`src/rtl/keypad_scanner.sv`:
```
// 4x4 keypad scanner: strobes one active-low column at a time, synchronizes the rows,
// debounces every key on its own column's sample and reports new presses as one-cycle events.
module keypad_scanner #(
    parameter int SCAN_DIV    = 50000,
    parameter int DEB_SAMPLES = 4
) (
    input  logic        clk,
    input  logic        rst,
    input  logic [3:0]  kp_row,
    output logic [3:0]  kp_col,
    output logic        up1,
    output logic        down1,
    output logic        up2,
    output logic        down2,
    output logic [15:0] key_state,
    output logic        press_valid,
    output logic [3:0]  press_code
);

    localparam int              DIV_W    = $clog2(SCAN_DIV);
    localparam logic [DIV_W-1:0] DIV_LAST = DIV_W'(SCAN_DIV - 1);
    localparam logic [3:0]      DEB_N    = 4'(DEB_SAMPLES);

    logic [3:0]       row_meta;
    logic [3:0]       row_sync;
    logic [DIV_W-1:0] divider;
    logic [1:0]       col_idx;
    logic             sample;

    logic [3:0]       deb_cnt  [16];
    logic [3:0]       cnt_next [16];
    logic [15:0]      state_next;
    logic             ev_next;
    logic [3:0]       code_next;

    assign sample = (divider == DIV_LAST);

    always_ff @(posedge clk or negedge rst) begin
        if (!rst) begin
            row_meta <= 4'hF;
            row_sync <= 4'hF;
        end else begin
            row_meta <= kp_row;
            row_sync <= row_meta;
        end
    end

    always_ff @(posedge clk or negedge rst) begin
        if (!rst) begin
            divider <= '0;
            col_idx <= '0;
            kp_col  <= 4'b1110;
        end else if (sample) begin
            divider <= '0;
            col_idx <= col_idx + 2'd1;
            kp_col  <= ~(4'b0001 << (col_idx + 2'd1));
        end else begin
            divider <= divider + DIV_W'(1);
        end
    end

    // Only the four keys of the active column are touched; the lowest row wins the event.
    always_comb begin
        logic [3:0] ki;
        logic       raw;
        ki         = '0;
        raw        = 1'b0;
        cnt_next   = deb_cnt;
        state_next = key_state;
        ev_next    = 1'b0;
        code_next  = press_code;
        if (sample) begin
            for (int r = 0; r < 4; r++) begin
                ki  = {2'(r), col_idx};
                raw = ~row_sync[r];
                if (raw == key_state[ki]) begin
                    cnt_next[ki] = '0;
                end else if (deb_cnt[ki] + 4'd1 == DEB_N) begin
                    cnt_next[ki]   = '0;
                    state_next[ki] = raw;
                    if (raw && !ev_next) begin
                        ev_next   = 1'b1;
                        code_next = ki;
                    end
                end else begin
                    cnt_next[ki] = deb_cnt[ki] + 4'd1;
                end
            end
        end
    end

    always_ff @(posedge clk or negedge rst) begin
        if (!rst) begin
            for (int i = 0; i < 16; i++) deb_cnt[i] <= '0;
            key_state   <= '0;
            press_valid <= 1'b0;
            press_code  <= '0;
        end else begin
            deb_cnt     <= cnt_next;
            key_state   <= state_next;
            press_valid <= ev_next;
            press_code  <= code_next;
        end
    end

    assign up1   = key_state[3];
    assign down1 = key_state[13];
    assign up2   = key_state[9];
    assign down2 = key_state[8];

endmodule

```
`config.mk`:
```
export PLATFORM = sky130hd
export DESIGN_NAME = keypad_scanner
export DESIGN_NICKNAME = d
export VERILOG_FILES = /design/src/rtl/keypad_scanner.sv
export SDC_FILE = /design/constraint.sdc
export NUM_CORES = 1
export LEC_CHECK = 0
export BUFFER_PORTS_ARGS = -buffer_cell sky130_fd_sc_hd__buf_2
export CAP_MARGIN = 20
export CORE_ASPECT_RATIO = 0.9
export CORE_MARGIN = 2
export CORE_UTILIZATION = 61
export DETAILED_ROUTE_END_ITERATION = 10
export PLACE_DENSITY = 0.87
export REMOVE_ABC_BUFFERS = 1
export SKIP_CTS_REPAIR_TIMING = 1
export SYNTH_ARGS = -nofsm -noshare
export SYNTH_HDL_FRONTEND = slang
export SYNTH_SLANG_ARGS = --single-unit
```
`constraint.sdc`:
```
create_clock -name clk -period 3.8 [get_ports clk]
set_input_delay 0.76 -clock clk [delete_from_list [all_inputs] [get_ports clk]]
set_output_delay 0.76 -clock clk [all_outputs]
set_load 0.1 [all_outputs]
```
==> metrics.txt <==
status=finished clean; Final min period=3240 ps; DP HPWL=8.72 mm; crit share post-route=85.3%; setup TNS=0 ps; Async SR Flop Fraction=100%; VDD IR max=0.000484 V; total stage count of the critical path=9; CP endpoint=key_state[14]$_DFFE_PN0P_; I/O Pins=35; Post-Route WL=13.7 mm; r2r endpoint=key_state[14]$_DFFE_PN0P_; 1st-pass router iterations=5; vias per cell=6.28; Final nets=587; fraction of met2 tracks used by global routing=50.4%; pwr/cell area=448 mW/mm2; max frequency=309 MHz; crit-path leading delay family=compound AO/OA/AOI/OAI gates; WP buf/inv=1; worst r2r path cells=9; Worst Path Max Fanout=14; # rows=33; grt met1 use=35.8%; RD Place Congestion=0.877; Critical Path RT=4240 ps; final hold vios=0; DR iter-0 viols=338; number of synthesized register bits=115; H-tree lvl count=4; unrepaired setup endpoints after global routing=no; Synth area leader=dfrtp_1; Core Region=0.00913 mm2; Crit Path Category=reg -> reg; vias in the first global route=4580; ANT cells=0; Rel. slew slack=27.1%; Slowest-stage cell, CP=dfrtp_1; Slew @ Worst Pin=1080 ps; die width=106 um; initial antenna violation count=0; startpoint types=flop; DRC viols=0; max cap viols=0; Tightest Hold Check Type=in -> async; CP arrival=3680 ps; Die Area=0.0102 mm2; Post-synth EDFFs=0; Die Ht=96.0 um; M3 GR Usage=6.97%; Worst-path clk slew=60 ps; synth top area cells=dfrtp_1 (45%), o21ai_0 (7.8%), mux4_2 (7.1%); Post-Syn Area per Cell=10.9 um2; via count=4400; Initial Util=62.9%; top_reg_cell synth=dfrtp_1; P_leak=2.93 nW; Avg WL per Cell=19.5 um; IO buf count=34; Area Overhead vs Synth=16.0%; CP peak stage delay=730 ps; clk_skew=8.47 ps; global-route wire length before repair=22.5 mm; CTS root buffer=clkbuf_8; dpl cells=669; Worst-Skew Late Latency=530 ps; maximum clock path buffer count=2; Syn Inst Count=527; number of endpoints failing setup at the final stage=0; Routed Antenna Nets=0; cts bufs inserted=17; RR Startpoint=col_idx[1]$_DFFE_PN0P_; pin count of the biggest net entering global routing=67; r2r setup slk=560 ps; CTS tree=yes; layout cell share with drive strength beyond 1=22.6%; fin cells=701; all-layer global routing usage=29.1%; critical path startpoint=col_idx[1]$_DFFE_PN0P_; Slew Viols, Final=0; Syn Std Cell Area=0.00574 mm2; ordered list of cells on the worst path=buf_4 > mux4_2 > ha_1 > nor2b_1 > a22oi_1 > nand3b_1 > a21boi_0 > a31oi_1 > o21ai_0; crit end category=flop; Seq/Total Area, Yosys=50.4%; YS warnings=0; post-synth top area share=45.4%; clk sinks=115; busiest layer in global routing=met2; Overflow after GRT=0; post-synthesis cell type count=58
synth_stat cells (3+ instances only):
master,count
mux2_2,7
clkbuf_1,12
xnor2_1,16
inv_1,7
and2_1,4
nand3b_1,6
mux4_2,18
nand2_1,95
buf_4,5
nor2b_1,4
o21ai_0,89
o2bb2ai_1,3
dfrtp_1,104
or3_1,3
dfstp_2,11
xor2_1,9
o21ai_1,7
nor2_1,18
nand3_1,18
a31oi_1,8
buf_2,5
mux2_1,4
o31ai_1,4
ha_1,15
and3_1,8
per-stage QoR:
stage          utilization (%)  total power, mW  worst slack (ps)  hold slack [ps]  area (um2)
2_1_floorplan                -             1.26               286              345        5590
3_3_place_gp              65.9             1.29               872              345        6010
3_5_place_dp              65.9             1.30               720              348        6010
4_1_cts                   72.9             2.99               633              266        6650
5_1_grt                   72.9             3.05               396              298        6650
6_report                  72.9             2.98               560              258        6650
placed cells by master, fill, tap and decap left out, drive strengths merged, types with 4 or more instances in the layout:
cell      n
a21oi     4
a31oi    10
and2      4
and3      8
buf      45
bufinv    4
clkbuf   19
dfrtp   104
dfstp    11
ha       15
inv      11
mux2     11
mux4     20
nand2    97
nand3    18
nand3b    6
nor2     19
nor2b     4
nor3      4
o21ai    96
o31ai     4
or3       4
xnor2    16
xor2      9
metal layers:
| layer | part of all wire [%] | vias to the layer above | wire length (um) |
|---|---|---|---|
| met5 | 0 | - | 0 |
| met4 | 2.0 | 0 | 277 |
| met3 | 5.7 | 35 | 779 |
| met2 | 52 | 162 | 7080 |
| met1 | 40 | 2242 | 5520 |
| li1 | - | 1961 | - |
cell families (layout without fill, tap and decap cells):
group / Yosys count / after routing / share of synthesized area [%]
compound gates: 133 / 133 / 14.4
xor+xnor: 25 / 25 / 3.82
fa+ha+maj: 15 / 15 / 3.27
buf+inv: 32 / 84 / 2.94
flops: 115 / 115 / 50.4
mux: 33 / 33 / 10.5
simple gates: 174 / 174 / 14.6
how the worst min path moves through the flow:
| stage | from | end | slack [ps] | cells past startpoint |
|---|---|---|---|---|
| after global placement | row_meta[2]$_DFF_PN1_ | row_sync[2]$_DFF_PN1_ | 350 | 0 |
| after floorplan | row_meta[0]$_DFF_PN1_ | row_sync[0]$_DFF_PN1_ | 350 | 0 |
| after detailed placement | row_meta[0]$_DFF_PN1_ | row_sync[0]$_DFF_PN1_ | 350 | 0 |
| after CTS | rst | key_state[9]$_DFFE_PN0P_ | 270 | 1 |
| after global routing | rst | key_state[9]$_DFFE_PN0P_ | 300 | 1 |
| final | rst | deb_cnt[20]$_DFFE_PN0P_ | 260 | 1 |
flip-flops by register name, indices dropped and copies added (netlist names):
name	count
press_code	4
deb_cnt	64
row_sync	4
divider	16
press_valid	1
kp_col	4
col_idx	2
key_state	16
row_meta	4
final cells by class:
cell class              count  area, um2
flip-flops and latches    115       2890
multi-input cells         380       2680
fillers                   584       2470
clock buffers              19        442
repair buffers             45        268
clock inverters            13        196
well taps                 122        153
inverters                   7       26.3
report_power, final:
part           internal [mW]  switching, mW
sequential              1.23        0.00464
combinational        0.00734         0.0294
clock                   1.11          0.595
No activity file was read; power rests on OpenSTA's default activity.
